**src/rtl/rank_scatter_buf.sv**
```systemverilog
// rank_scatter_buf: scatters ranked results into slot score-1, then drains the sorted window over valid/ready
module rank_scatter_buf #(
    parameter int DATA_W  = 20,
    parameter int N       = 16,
    parameter int SCORE_W = 8
) (
    input  logic               clk,
    input  logic               rst_n,
    input  logic               rank_valid_i,
    input  logic [SCORE_W-1:0] rank_score_i,
    input  logic [DATA_W-1:0]  rank_data_i,
    input  logic               flush_i,
    output logic               busy_o,
    output logic               sort_valid_o,
    input  logic               sort_ready_i,
    output logic [DATA_W-1:0]  sort_data_o,
    output logic [SCORE_W-1:0] sort_idx_o,
    output logic               sort_last_o,
    output logic               done_o,
    output logic [2:0]         err_o
);
    localparam int SLOT_W = $clog2(N);
    localparam int CNT_W  = $clog2(N + 1);

    typedef enum logic {COLLECT, DRAIN} state_t;

    state_t              state;
    logic [DATA_W-1:0]   mem [N];
    logic [N-1:0]        written;
    logic [CNT_W-1:0]    cnt;
    logic [SLOT_W-1:0]   rd_ptr, nxt_ptr, slot;
    logic [SCORE_W-1:0]  score_m1;
    logic                in_range, we;
    logic [DATA_W-1:0]   nxt_data, beat0;

    assign score_m1 = rank_score_i - SCORE_W'(1);
    assign slot     = score_m1[SLOT_W-1:0];
    assign in_range = (rank_score_i != '0) && (rank_score_i <= SCORE_W'(N));
    assign we       = (state == COLLECT) && rank_valid_i && !flush_i && in_range && !written[slot];
    assign nxt_ptr  = rd_ptr + SLOT_W'(1);
    assign nxt_data = written[nxt_ptr] ? mem[nxt_ptr] : '0;
    // The Nth strobe may itself fill slot 0, so beat 0 bypasses the array
    assign beat0    = (we && slot == '0) ? rank_data_i : (written[0] ? mem[0] : '0);

    always_ff @(posedge clk) begin
        if (we) mem[slot] <= rank_data_i;
    end

    always_ff @(posedge clk or negedge rst_n) begin
        if (!rst_n) begin
            state        <= COLLECT;
            written      <= '0;
            cnt          <= '0;
            rd_ptr       <= '0;
            busy_o       <= 1'b0;
            sort_valid_o <= 1'b0;
            sort_data_o  <= '0;
            sort_idx_o   <= '0;
            sort_last_o  <= 1'b0;
            done_o       <= 1'b0;
            err_o        <= '0;
        end else if (flush_i) begin
            state        <= COLLECT;
            written      <= '0;
            cnt          <= '0;
            rd_ptr       <= '0;
            busy_o       <= 1'b0;
            sort_valid_o <= 1'b0;
            sort_data_o  <= '0;
            sort_idx_o   <= '0;
            sort_last_o  <= 1'b0;
            done_o       <= 1'b0;
            err_o        <= '0;
        end else begin
            done_o <= 1'b0;
            if (state == COLLECT) begin
                if (rank_valid_i) begin
                    cnt <= cnt + CNT_W'(1);
                    if (!in_range) err_o[0] <= 1'b1;
                    else if (written[slot]) err_o[1] <= 1'b1;
                    else written[slot] <= 1'b1;
                    if (cnt == CNT_W'(N - 1)) begin
                        state        <= DRAIN;
                        busy_o       <= 1'b1;
                        sort_valid_o <= 1'b1;
                        sort_data_o  <= beat0;
                        sort_idx_o   <= '0;
                        sort_last_o  <= (N == 1);
                        rd_ptr       <= '0;
                    end
                end
            end else begin
                if (rank_valid_i) err_o[2] <= 1'b1;
                if (sort_ready_i) begin
                    if (sort_last_o) begin
                        state        <= COLLECT;
                        busy_o       <= 1'b0;
                        sort_valid_o <= 1'b0;
                        sort_data_o  <= '0;
                        sort_idx_o   <= '0;
                        sort_last_o  <= 1'b0;
                        done_o       <= 1'b1;
                        cnt          <= '0;
                        written      <= '0;
                        rd_ptr       <= '0;
                    end else begin
                        rd_ptr      <= nxt_ptr;
                        sort_data_o <= nxt_data;
                        sort_idx_o  <= SCORE_W'(nxt_ptr);
                        sort_last_o <= (nxt_ptr == SLOT_W'(N - 1));
                    end
                end
            end
        end
    end
endmodule

```
**config.mk**
```make
export PLATFORM = sky130hd
export DESIGN_NAME = rank_scatter_buf
export DESIGN_NICKNAME = d
export VERILOG_FILES = /design/src/rtl/rank_scatter_buf.sv
export SDC_FILE = /design/constraint.sdc
export NUM_CORES = 1
export LEC_CHECK = 0
export ABC_AREA = 1
export BUFFER_PORTS_ARGS = -buffer_cell sky130_fd_sc_hd__buf_2
export CORE_MARGIN = 8
export CORE_UTILIZATION = 50
export CTS_CLUSTER_DIAMETER = 120
export DETAILED_ROUTE_END_ITERATION = 8
export GPL_ROUTABILITY_DRIVEN = 0
export GPL_TIMING_DRIVEN = 0
export HOLD_SLACK_MARGIN = 0.1
export PLACE_DENSITY = 0.67
export SLEW_MARGIN = 20
export SYNTH_ARGS = -nofsm -noshare
export SYNTH_HDL_FRONTEND = slang
export SYNTH_SLANG_ARGS = --single-unit
```
**constraint.sdc**
```tcl
create_clock -name clk -period 4.5 [get_ports clk]
set_clock_uncertainty 0.05 [all_clocks]
set_input_delay 0.9 -clock clk [delete_from_list [all_inputs] [get_ports clk]]
set_output_delay 0.9 -clock clk [all_outputs]
set_load 0.02 [all_outputs]
```
; ---- Word-level counts from Yosys, hierarchy flattened
; Memory sizes are Yosys's and may differ from the RTL's.
; Index checks and enable logic that the tools add are counted.
[classes]
n_addsub = 3
mul = 0
div = 0
magnitude_cmp = 4
n_eq_ne = 7
shift = 0
n_mux = 71
n_bitwise = 2
reduce_logical = 25
[ops]
columns = cell, n
row1 = $mux W20, 9
row2 = $mux W16, 7
row3 = $mux W8, 5
row4 = $mux W1, 32
row5 = $mux W4, 7
row6 = $mux W5, 5
row7 = $or A16 B16 Y16, 1
row8 = $lt A4 B5 Y1 const B, 2
row9 = $ne A3 B3 Y1 const B, 3
row10 = $reduce_and A3 Y1, 3
row11 = $reduce_bool A3 Y1, 3
row12 = $bmux W1 S4, 2
row13 = $le A8 B5 Y1 const B, 1
row14 = $reduce_and A4 Y1, 2
row15 = $reduce_bool A2 Y1, 4
row16 = $reduce_bool A8 Y1, 1
row17 = $logic_and A1 B1 Y1, 7
row18 = $add A5 B1 Y5 const B, 1
row19 = $eq A5 B4 Y1 const B, 1
row20 = $reduce_and A5 Y1, 1
row21 = $add A4 B1 Y4 const B, 1
row22 = $demux W1 S4, 1
row23 = $eq A4 B4 Y1 const B, 1
row24 = $ge A4 B1 Y1 const B, 1
row25 = 8 further kinds, 11
[totals]
register_bits = 60
latchBits = 0
ramBits = 320
rom_bits = 0
output_inout_bits = 35
wordCells = 125
n_memories = 1
[mem_list]
columns = memory, words, width, rd, rd_ports_with_merged_regs, write_ports, line_no
row1 = mem, 16, 20, 2, 0, 1, 28  ; logic [DATA_W-1:0] mem [N];

; ---- Depth between registers and ports, before layout
; Gate-level depths: netlist of run 1.
[depth]
depth_word = 11
mapped_depth = 16

; ---- Least setup slack after synthesis of run 1
; OpenSTA, ideal clock, no wires.
[synth_path]
path_type = input -> register
start = input rank_score_i[0]
end = memory mem[4][0], enable pin
arrival_ns = 3.744
required_ns = 4.028
path_slack_ns = 0.283
stages = 12
path_cell_list = buf_6 -> inv_2 -> buf_6 -> ha_1 -> xnor2_2 -> inv_2 -> nand3_1 -> nand2_1 -> nor2_4 -> nand2_1 -> clkbuf_1 -> nor3_1
[synth_between]
elab_chain_len = 7
[synth_rtl]
columns = item, line_no
row1 = start: declaration, 10  ; input logic [SCORE_W-1:0] rank_score_i,
row2 = $sub A4 B1 Y4, 36  ; assign score_m1 = rank_score_i - SCORE_W'(1);
row3 = $bmux W1 S4, 39  ; assign we = (state == COLLECT) && rank_valid_i && !flush_i && in_range && !written[slot];
row4 = $mux W1 (not written as such), 39
row5 = $logic_not A1 Y1, 39
row6 = $logic_and A1 B1 Y1, 39
row7 = $mux W1, 46  ; if (we) mem[slot] <= rank_data_i;
row8 = $mux W1 (not written as such), 46
row9 = end: declaration, 28
; Several ways; a longest one is shown, not always the timed one. The select of a mux whose other input is x is not followed.

; ---- Worst setup path in the final report of run 1
[layout_path]
start = input rank_score_i[0]
end = memory mem[2][18], enable pin
; Same word-level chain as after synthesis.

==> results of run 1 <==
cell type report:
cell class	instances	area share (%)
Buffer	98	2.33
Clock buffer	55	5.88
Clock inverter	18	0.989
Inverter	105	2.09
Multi-Input combinational cell	1030	24.9
Sequential cell	372	57.9
Tap cell	442	2.93
Timing Repair Buffer	92	2.99
logic make-up (layout without fill, tap and decap cells):
kind of cell,Yosys count,count (layout),synth area share [%]
XOR/XNOR,3,3,0.252
other,1,4,0.0229
AO/OA/AOI/OAI,70,70,2.20
buffers and inverters,203,368,5.10
adder cells (fa/ha/maj),9,9,0.689
AND/OR/NAND/NOR,944,944,25.0
flip-flops,372,372,66.7
critical path, stage by stage:
cell and delay [ns]:
buf_2 0.11, buf_6 0.14, inv_2 0.05, buf_6 0.14, ha_1 0.38, inv_1 0.12, nand3_1 0.10, nand2_1 0.06
nand3_1 0.07, nand2_1 0.09, nor2_4 0.25, nand2_1 0.29, clkbuf_1 0.38, nor3_2 0.75, buf_4 0.31, buf_4 0.21
power breakdown:
| part | switching, mW | internal (mW) | total [mW] |
|---|---|---|---|
| registers | 0.0175 | 3.78 | 3.79 |
| clock network | 1.30 | 1.95 | 3.26 |
| logic | 0.216 | 0.0814 | 0.298 |
| total | 1.54 | 5.81 | 7.35 |
per-layer routing:
| layer | share of wire, % | up-vias |
|---|---|---|
| li1 | - | 5710 |
| met1 | 41 | 5881 |
| met2 | 48 | 522 |
| met3 | 7.4 | 91 |
| met4 | 3.5 | 0 |
| met5 | 0 | - |
final timing paths:
kind | startpoint | end | cells past startpoint
max reg2reg | state$_DFF_PN0_ | mem[2][18]$_DFFE_PP_ | 8
min | rst_n | written[11]$_DFFE_PN0P_ | 1
min in group clk | err_o[2]$_DFFE_PN0P_ | err_o[2]$_DFFE_PN0P_ | 2
min reg2reg | err_o[2]$_DFFE_PN0P_ | err_o[2]$_DFFE_PN0P_ | 2
max in group asynchronous | rst_n | sort_data_o[3]$_DFFE_PN0P_ | 1
max | rank_score_i[0] | mem[2][18]$_DFFE_PP_ | 16
synthesized netlist by cell type:
cell type,n,area share [%]
buf_2,24,0.73
clkinv_1,1,0.023
nor2_2,1,0.038
conb_1,1,0.023
xnor2_2,2,0.20
buf_6,3,0.21
nand3b_1,1,0.046
nand3_1,306,9.4
inv_2,4,0.092
xor2_1,1,0.054
nor3_1,17,0.52
buf_1,17,0.39
buf_4,5,0.23
edfxtp_1,320,59
nor3b_4,1,0.11
o21ai_0,16,0.49
o211ai_1,1,0.046
nand3_2,1,0.061
a21oi_1,50,1.5
nand2_1,538,12
nand4_1,20,0.77
or2_2,21,0.80
inv_1,100,2.3
o22ai_1,2,0.076
nor2_1,35,0.80
dfrtp_1,52,8.0
a32o_1,1,0.061
nor3b_1,2,0.092
nor2_4,1,0.069
clkbuf_1,49,1.1
ha_1,9,0.69
sequential cells by signal (all words and copies together), names as in the netlist, 3 cells and up:
name	flops
cnt	5
mem	320
err_o	3
written	16
sort_data_o	20
rd_ptr	4
through the flow:
step / utilization (%) / cells / worst slack (ns)
CTS: 58.2 / 2212 / 0.369
global route: 58.2 / 2212 / 0.0788
floorplan: - / 1605 / 0.283
detailed placement: 54.2 / 2139 / -0.182
finish: 58.2 / 2212 / 0.301
global placement: 53.2 / 2109 / -1.48
==> results.yml, run 1 <==
drt:
  vias: 12200
  viasPerCell: 5.52
  wl_per_cell_um: 19.8
  antenna_left: 0
  drtPass1Iterations: 5
  drcViolationCount: 0
  first_iter_violations: 1192
  routed_wl_um: 43800
grt:
  use_met3_pct: 3.53
  grt_max_degree: 53
  overflow: 0
  grtUsageMet1_pct: 29.1
  track_usage_pct: 22.7
  grt_pass1_vias: 12100
  grt.met2_usage_pct: 38.5
  grt_pass1_wl_um: 68200
  grt.busiest_layer: "met2"
  antenna_found_initial: 0
placed_design:
  port_buffers: 62
  dp_hpwl_um: 30900
  placed_area_um2: 17600
sta:
  fmax_mhz: 238
  rsz0062_at_grt: "false"
  min_period_over_period_pct: 93.3
  timing.hold.ws_ns: 0.356
  slew_violations: 0
  fin_setup_tns_ns: 0
  worst_pin_slew_ns: 0.874
  final-hold-violation-count: 0
  slew_headroom_pct: 41.4
  setup_viol: 0
  fin_crit_ns: 4.20
floorplan:
  fp.dieArea_um2: 38800
  core-area_um2: 32400
  start_util_pct: 50.5
  io_pins: 68
  num_rows: 66
  die_y_um: 197
  die_x_um: 197
cts:
  cts_tree: "done"
  cts_max_path_buffers: 3
  clk-insertion-delay-late_ns: 0.53
  ctsHoldBuffers: 0
  cts_resized: 0
  cts_root_buf: "clkbuf_16"
  post_cts_buffers: 0
  cts_buffers: 40
  cts_sinks: 372
  htreeDepth: 2
  clkSlewWorstSetupHoldPaths_ns: 0.06
final_layout:
  seq_area_um2: 10900
  fillers: 2728
  drive_gt1_share_pct: 12.6
  area_delta_synth_final_pct: 15.3
  antennaDiodeCount: 0
  final_common_cell: "nand2_1"
  multiInputGateArea_um2: 4700
  final_cell_mix: "nand2_1, edfxtp_1, nand3_1, inv_1, buf_2"
  final_nets: 1781
  final_area_um2: 18900
power:
  power_mw: 7.35
  pwr_density_cell_nw_per_um2: 390
  p_leak_nw: 7.58
  irDropWorstVdd_mv: 0.406
outcome:
  outcome: "complete, no violations"
critical_path:
  worstPathRequired_ns: 4.69
  critical_path_class: "in -> reg"
  r2r_setup_slack_ns: 0.60
  end_kind: "register"
  arrival_ns: 4.38
  cp_max_fo: 12
  critPathLaunchType: "input port"
hold_path:
  worstHoldPathType: "in -> async"
job:
  drv_cap: 0
yosys:
  syn_area_per_cell_um2: 10.2
  yosysWarnings: 0
  yosysSeqAreaShare_pct: 66.7
  synth_cells: 1602
  ys_seq_elements: 372
  synth.cell_area_um2: 16400
  synth_cell_types: 31
Power figures use the tool's default switching activity.
==> inputs of run 2 (changes only) <==
--- a/config.mk
+++ b/config.mk
@@ -5,7 +5,6 @@
 export SDC_FILE = /design/constraint.sdc
 export NUM_CORES = 1
 export LEC_CHECK = 0
-export ABC_AREA = 1
 export BUFFER_PORTS_ARGS = -buffer_cell sky130_fd_sc_hd__buf_2
 export CORE_MARGIN = 8
 export CORE_UTILIZATION = 50
==> run 2 against run 1 <==
Effect of this change:
- register-to-register slack improved by 0.05 ns
- critical path type is now reg -> reg
- flip-flop and latch count is the same
- largest cell class unchanged
- largest power group unchanged
- combinational power shrank 52%
- critical endpoint is now sort_data_o[10]$_DFFE_PN0P_
- clock power is 7.7% lower
- sequential share of layout area is 3.6 points higher
- critical path depth is 6 lower
==> results.yml, run 2 <==
yosys:
  synth_compound_area_share_pct: 2.86
  yosys.area_share.simple_pct: 4.11
  synth_cells: 785
  synth_top_family_by_area: "multiplexers"
  synth_cell_types: 47
  synth.area.mux_share_pct: 17.7
  synth_xor_area_share_pct: 0.509
  synthFlopType: "edfxtp_1"
  async_flop_share_pct: 14.0
  synthMostInstantiatedCell: "edfxtp_1"
  netlist_top_cells_count: "edfxtp_1, mux4_2, dfrtp_1, nor2_1, nand2_1"
  yosysWarnings: 0
  ys_seq_elements: 372
  yosysTopAreaCellShare_pct: 63.1
  syn_area_per_cell_um2: 19.4
  synthAdderAreaFrac_pct: 0.739
  yosysSeqAreaShare_pct: 71.6
  synth.cell_area_um2: 15200
  synth-edff-count: 320
  ys_top_cells_by_area: "edfxtp_1, mux4_2, dfrtp_1, mux2i_1, mux4_1"
  yosys.area.top_type: "edfxtp_1"
cts:
  cts_sinks: 372
  clkSlewWorstSetupHoldPaths_ns: 0.06
  post_cts_buffers: 0
  cts_buffers: 39
  cts_max_path_buffers: 3
  cts_tree: "done"
  clk-insertion-delay-late_ns: 0.53
  ctsHoldBuffers: 0
  cts_root_buf: "clkbuf_16"
  htreeDepth: 2
  cts_resized: 0
critical_path:
  cp_max_fo: 17
  worstPathRequired_ns: 4.86
  critPathLaunchType: "register"
  r2r-end: "sort_data_o[10]$_DFFE_PN0P_"
  rr_startpoint: "rd_ptr[0]$_DFFE_PN0P_"
  critical_path_class: "reg -> reg"
  end_kind: "register"
  arrival_ns: 4.21
  worstRegToRegCells: 10
  r2r_setup_slack_ns: 0.65
final_layout:
  final_nets: 947
  largest_register_ffs: 320
  area_delta_synth_final_pct: 16.5
  drive_gt1_share_pct: 29.5
  reg_top3: "mem (320), sort_data_o (20), written (16)"
  final_cells: 1331
  antennaDiodeCount: 0
  final_common_cell: "edfxtp_1"
  final_cell_mix: "edfxtp_1, mux4_2, buf_2, dfrtp_1, clkbuf_16"
  largest-register: "mem"
  fillers: 2245
drt:
  wl_per_cell_um: 27.3
  routed_wl_um: 36300
  drtPass1Iterations: 5
  route.met2.wl_um: 16800
  first_iter_violations: 784
  highest_layer: "met4"
  viasPerCell: 6.04
  wl_met3_um: 2700
  drcViolationCount: 0
  antenna_left: 0
  vias: 8039
  wl_met1_um: 15700
sta:
  fin_crit_ns: 3.85
  rsz0062_at_grt: "false"
  min_period_over_period_pct: 85.6
  fin_setup_tns_ns: 0
  fmax_mhz: 260
  slew_headroom_pct: 36.2
  setup_viol: 0
  worst_pin_slew_ns: 0.957
  slew_violations: 0
  final-hold-violation-count: 0
  layout_setup_ws_ns: 0.649
grt:
  grt_pass1_vias: 8202
  grt_pass1_wl_um: 53800
  track_usage_pct: 20.3
  grt_max_degree: 53
  antenna_found_initial: 0
  overflow: 0
placed_design:
  dp_hpwl_um: 23400
  port_buffers: 62
  dp_cells: 1261
  dp_slack_ns: 0.00340
floorplan:
  core-area_um2: 30300
  die_x_um: 191
  fp.dieArea_um2: 36300
  die_y_um: 191
  io_pins: 68
  num_rows: 64
  start_util_pct: 50.3
power:
  p_leak_nw: 6.29
  pwr_density_cell_nw_per_um2: 389
  irDropWorstVdd_mv: 0.380
job:
  drv_cap: 0
hold_path:
  worstHoldPathType: "in -> async"
outcome:
  outcome: "complete, no violations"
-- run 2: cell count changes after synthesis, sizes merged, moves of 17 or more --
cell,delta
nand2,-504
nand3,-303
mux4,+106
inv,-79
a21oi,-45
clkbuf,-27
mux2i,+25
buf,-24
nor2b,+24
a221o,+20
or2,-20
nand4,-18
a31oi,+17
-- run 2: critical path, stage by stage, from the launching register on --
cell and delay [ns]:
dfrtp_1 0.43, buf_6 0.25, inv_1 0.09, ha_1 0.29, clkbuf_1 0.29, buf_4 0.28
clkdlybuf4s15_1 0.72, mux4_2 0.44, mux4_2 0.49, nor2b_1 0.15, a221o_1 0.26
-- run 2: logic make-up (layout without fill, tap and decap cells) --
group | Yosys count | after routing
DFF | 372 | 372
xor gates and xnor gates | 8 | 8
buffers and inverters | 73 | 220
adders and majority gates | 9 | 9
muxes | 133 | 133
AOI/OAI and AO/OA | 57 | 57
other | 1 | 4
and+or+nand+nor | 132 | 132
-- run 2: metal layers --
layer	global-route usage (%)	up-vias
li1	-	3410
met1	29.2	4196
met2	31.1	360
met3	3.79	73
met4	6.74	0
met5	0	-
-- run 2: cell type report --
type / instances / area (µm²) / share of cell area [%]
repair buffers: 77 / 681 / 3.84
clock buffers: 55 / 1090 / 6.13
multi-input cells: 343 / 4070 / 22.9
inverters: 25 / 93.8 / 0.529
well taps: 396 / 495 / 2.79
clock inverters: 16 / 113 / 0.635
flip-flops and latches: 372 / 10900 / 61.5
plain buffers: 47 / 294 / 1.66
-- run 2: power by group --
group | internal, mW | switching, mW | total (mW)
sequential | 3.75 | 0.00326 | 3.76
combinational | 0.0349 | 0.108 | 0.143
clock | 1.75 | 1.27 | 3.01
-- run 2: per-stage QoR --
stage                     instance area (µm²)  hold slack, ns  power (mW)  utilization (%)
final                                   17700           0.382        6.91             58.6
after global routing                    17700           0.456        7.10             58.6
after CTS                               17700           0.419        6.96             58.6
after detailed placement                16500           0.414        3.97             54.6
after global placement                  16100           0.410        3.96             53.0
after floorplan                         15200           0.393        3.88                -
-- run 2: worst max path at each step --
stage,to,cells past startpoint,startpoint
3_5_place_dp,sort_data_o[10]$_DFFE_PN0P_,11,rd_ptr[0]$_DFFE_PN0P_
6_report,sort_data_o[10]$_DFFE_PN0P_,10,rd_ptr[0]$_DFFE_PN0P_
3_3_place_gp,mem[15][8]$_DFFE_PP_,8,rank_score_i[0]
5_1_grt,sort_data_o[10]$_DFFE_PN0P_,10,rd_ptr[0]$_DFFE_PN0P_
2_1_floorplan,mem[13][0]$_DFFE_PP_,7,rank_score_i[0]
4_1_cts,sort_data_o[10]$_DFFE_PN0P_,11,rd_ptr[0]$_DFFE_PN0P_
==> inputs of run 3 (changes only) <==
--- a/config.mk
+++ b/config.mk
@@ -11,7 +11,6 @@
 export CTS_CLUSTER_DIAMETER = 120
 export DETAILED_ROUTE_END_ITERATION = 8
 export GPL_ROUTABILITY_DRIVEN = 0
-export GPL_TIMING_DRIVEN = 0
 export HOLD_SLACK_MARGIN = 0.1
 export PLACE_DENSITY = 0.67
 export SLEW_MARGIN = 20
==> run 3 against run 2 <==
Effect of this change:
- power grew 8.2%
- worst hold slack lost 0.030 ns
- final cell count shrank 1.7%
- first-iteration DRC count shrank 27%
- utilization shrank 0.41 points
- count of clock-buffer cells in the layout grew 1
- register-to-register slack gained 0.69 ns
- combinational power shrank 6%
- critical path depth shrank 3
- global-route usage shrank 1.4 points
- sequential power is essentially flat
- non-clock buffer count shrank 28
==> results.yml, run 3 (synthesis results as in run 2) <==
outcome:
  outcome: "complete, no violations"
drt:
  first_iter_violations: 572
  antenna_left: 0
  viasPerCell: 5.92
  wl_per_cell_um: 25.6
  drcViolationCount: 0
  vias: 7738
  routed_wl_um: 33500
  drtPass1Iterations: 4
cts:
  cts_root_buf: "clkbuf_16"
  clk-insertion-delay-late_ns: 0.54
  ctsHoldBuffers: 0
  cts_tree: "done"
  htreeDepth: 2
  post_cts_buffers: 0
  cts_max_path_buffers: 3
  cts_resized: 0
  cts_buffers: 41
  cts_sinks: 372
  clkSlewWorstSetupHoldPaths_ns: 0.06
sta:
  rsz0062_at_grt: "false"
  fmax_mhz: 316
  min_period_over_period_pct: 70.2
  fin_setup_tns_ns: 0
  final-hold-violation-count: 0
  slew_headroom_pct: 22.7
  setup_viol: 0
  worst_pin_slew_ns: 1.16
  fin_crit_ns: 3.16
  slew_violations: 0
  timing.hold.ws_ns: 0.353
final_layout:
  drive_gt1_share_pct: 30.8
  final_cell_mix: "edfxtp_1, mux4_2, buf_2, dfrtp_1, clkbuf_16"
  antennaDiodeCount: 0
  area_delta_synth_final_pct: 15.7
  final_nets: 921
  post-route-util_pct: 58.2
  largest_register_ffs: 320
  largest-register: "mem"
  final_common_cell: "edfxtp_1"
  reg_top3: "mem (320), sort_data_o (20), written (16)"
grt:
  grt.met2_usage_pct: 29.5
  grt_pass1_vias: 8129
  grt.busiest_layer: "met2"
  track_usage_pct: 18.9
  use_met3_pct: 3.47
  grt_max_degree: 74
  antenna_found_initial: 0
  overflow: 0
  grt_pass1_wl_um: 51300
  grtUsageMet1_pct: 27.2
floorplan:
  start_util_pct: 50.3
  num_rows: 64
  io_pins: 68
  core-area_um2: 30300
  die_x_um: 191
  fp.dieArea_um2: 36300
  die_y_um: 191
power:
  p_leak_nw: 6.28
  irDropWorstVdd_mv: 0.326
  pwr_density_cell_nw_per_um2: 424
critical_path:
  end_kind: "register"
  arrival_ns: 3.53
  critical_path_class: "reg -> reg"
  worstPathRequired_ns: 4.87
  cp_max_fo: 47
  critPathLaunchType: "register"
job:
  drv_cap: 0
hold_path:
  worstHoldPathType: "in -> async"
placed_design:
  port_buffers: 63
  dp_hpwl_um: 19100
==> run 3: cell count changes in the layout (fill, tap and decap cells not counted), moves of 3 or more <==
cell,delta
buf_4,+23
clkbuf_1,-17
nor2_2,+14
nor2_4,-14
buf_16,-12
buf_2,-11
bufinv_16,+7
clkinv_1,-4
buf_6,-3
==> run 3: final timing paths <==
kind	to	start	slack, ns	cells after the start
hold reg to reg	cnt[4]$_DFFE_PN0P_	cnt[4]$_DFFE_PN0P_	0.43	2
setup reg to reg	sort_data_o[18]$_DFFE_PN0P_	rd_ptr[0]$_DFFE_PN0P_	1.34	7
hold / removal	sort_data_o[0]$_DFFE_PN0P_	rst_n	0.35	1
setup / recovery	sort_data_o[18]$_DFFE_PN0P_	rd_ptr[0]$_DFFE_PN0P_	1.34	7
max in group asynchronous	rd_ptr[0]$_DFFE_PN0P_	rst_n	3.12	2
min in group clk	cnt[4]$_DFFE_PN0P_	cnt[4]$_DFFE_PN0P_	0.43	2
==> run 3: layout make-up <==
cell class	instances	area [µm²]
fill	2247	12600
sequential	372	10900
multi-input combinational	343	4060
clock buffer	56	1130
timing repair buffer	96	588
tap	396	495
clock inverter	20	333
inverter	25	93.8
==> run 3: per-layer routing <==
metal / vias to the layer above / routed length (µm) / part of all wire [%]
met3: 55 / 2170 / 6.5
met2: 268 / 15900 / 47
met4: 0 / 732 / 2.2
met5: - / 0 / 0
li1: 3355 / - / -
met1: 4060 / 14700 / 44
==> run 3: worst max-delay path, cell delays in order, from the launching register on <==
cell	delay, ns
dfrtp_4	0.63
inv_1	0.16
ha_4	0.56
buf_12	0.35
mux4_2	0.39
mux4_2	0.49
nor2b_1	0.15
a221o_1	0.26
==> run 3: where the power goes <==
group	switching (mW)	leakage, nW	internal, mW
registers	0.00318	3.60	3.75
clock network	1.34	0.709	2.24
logic	0.103	1.97	0.0315
==> run 3: per-stage QoR <==
stage / power, mW / cells / setup slack, ns / cell area, µm²
global placement: 3.96 / 1232 / 0.962 / 16200
finish: 7.47 / 1308 / 1.34 / 17600
detailed placement: 3.96 / 1232 / 0.919 / 16200
global route: 7.67 / 1308 / 1.17 / 17600
floorplan: 3.88 / 788 / 0.765 / 15200
CTS: 7.53 / 1308 / 1.31 / 17600
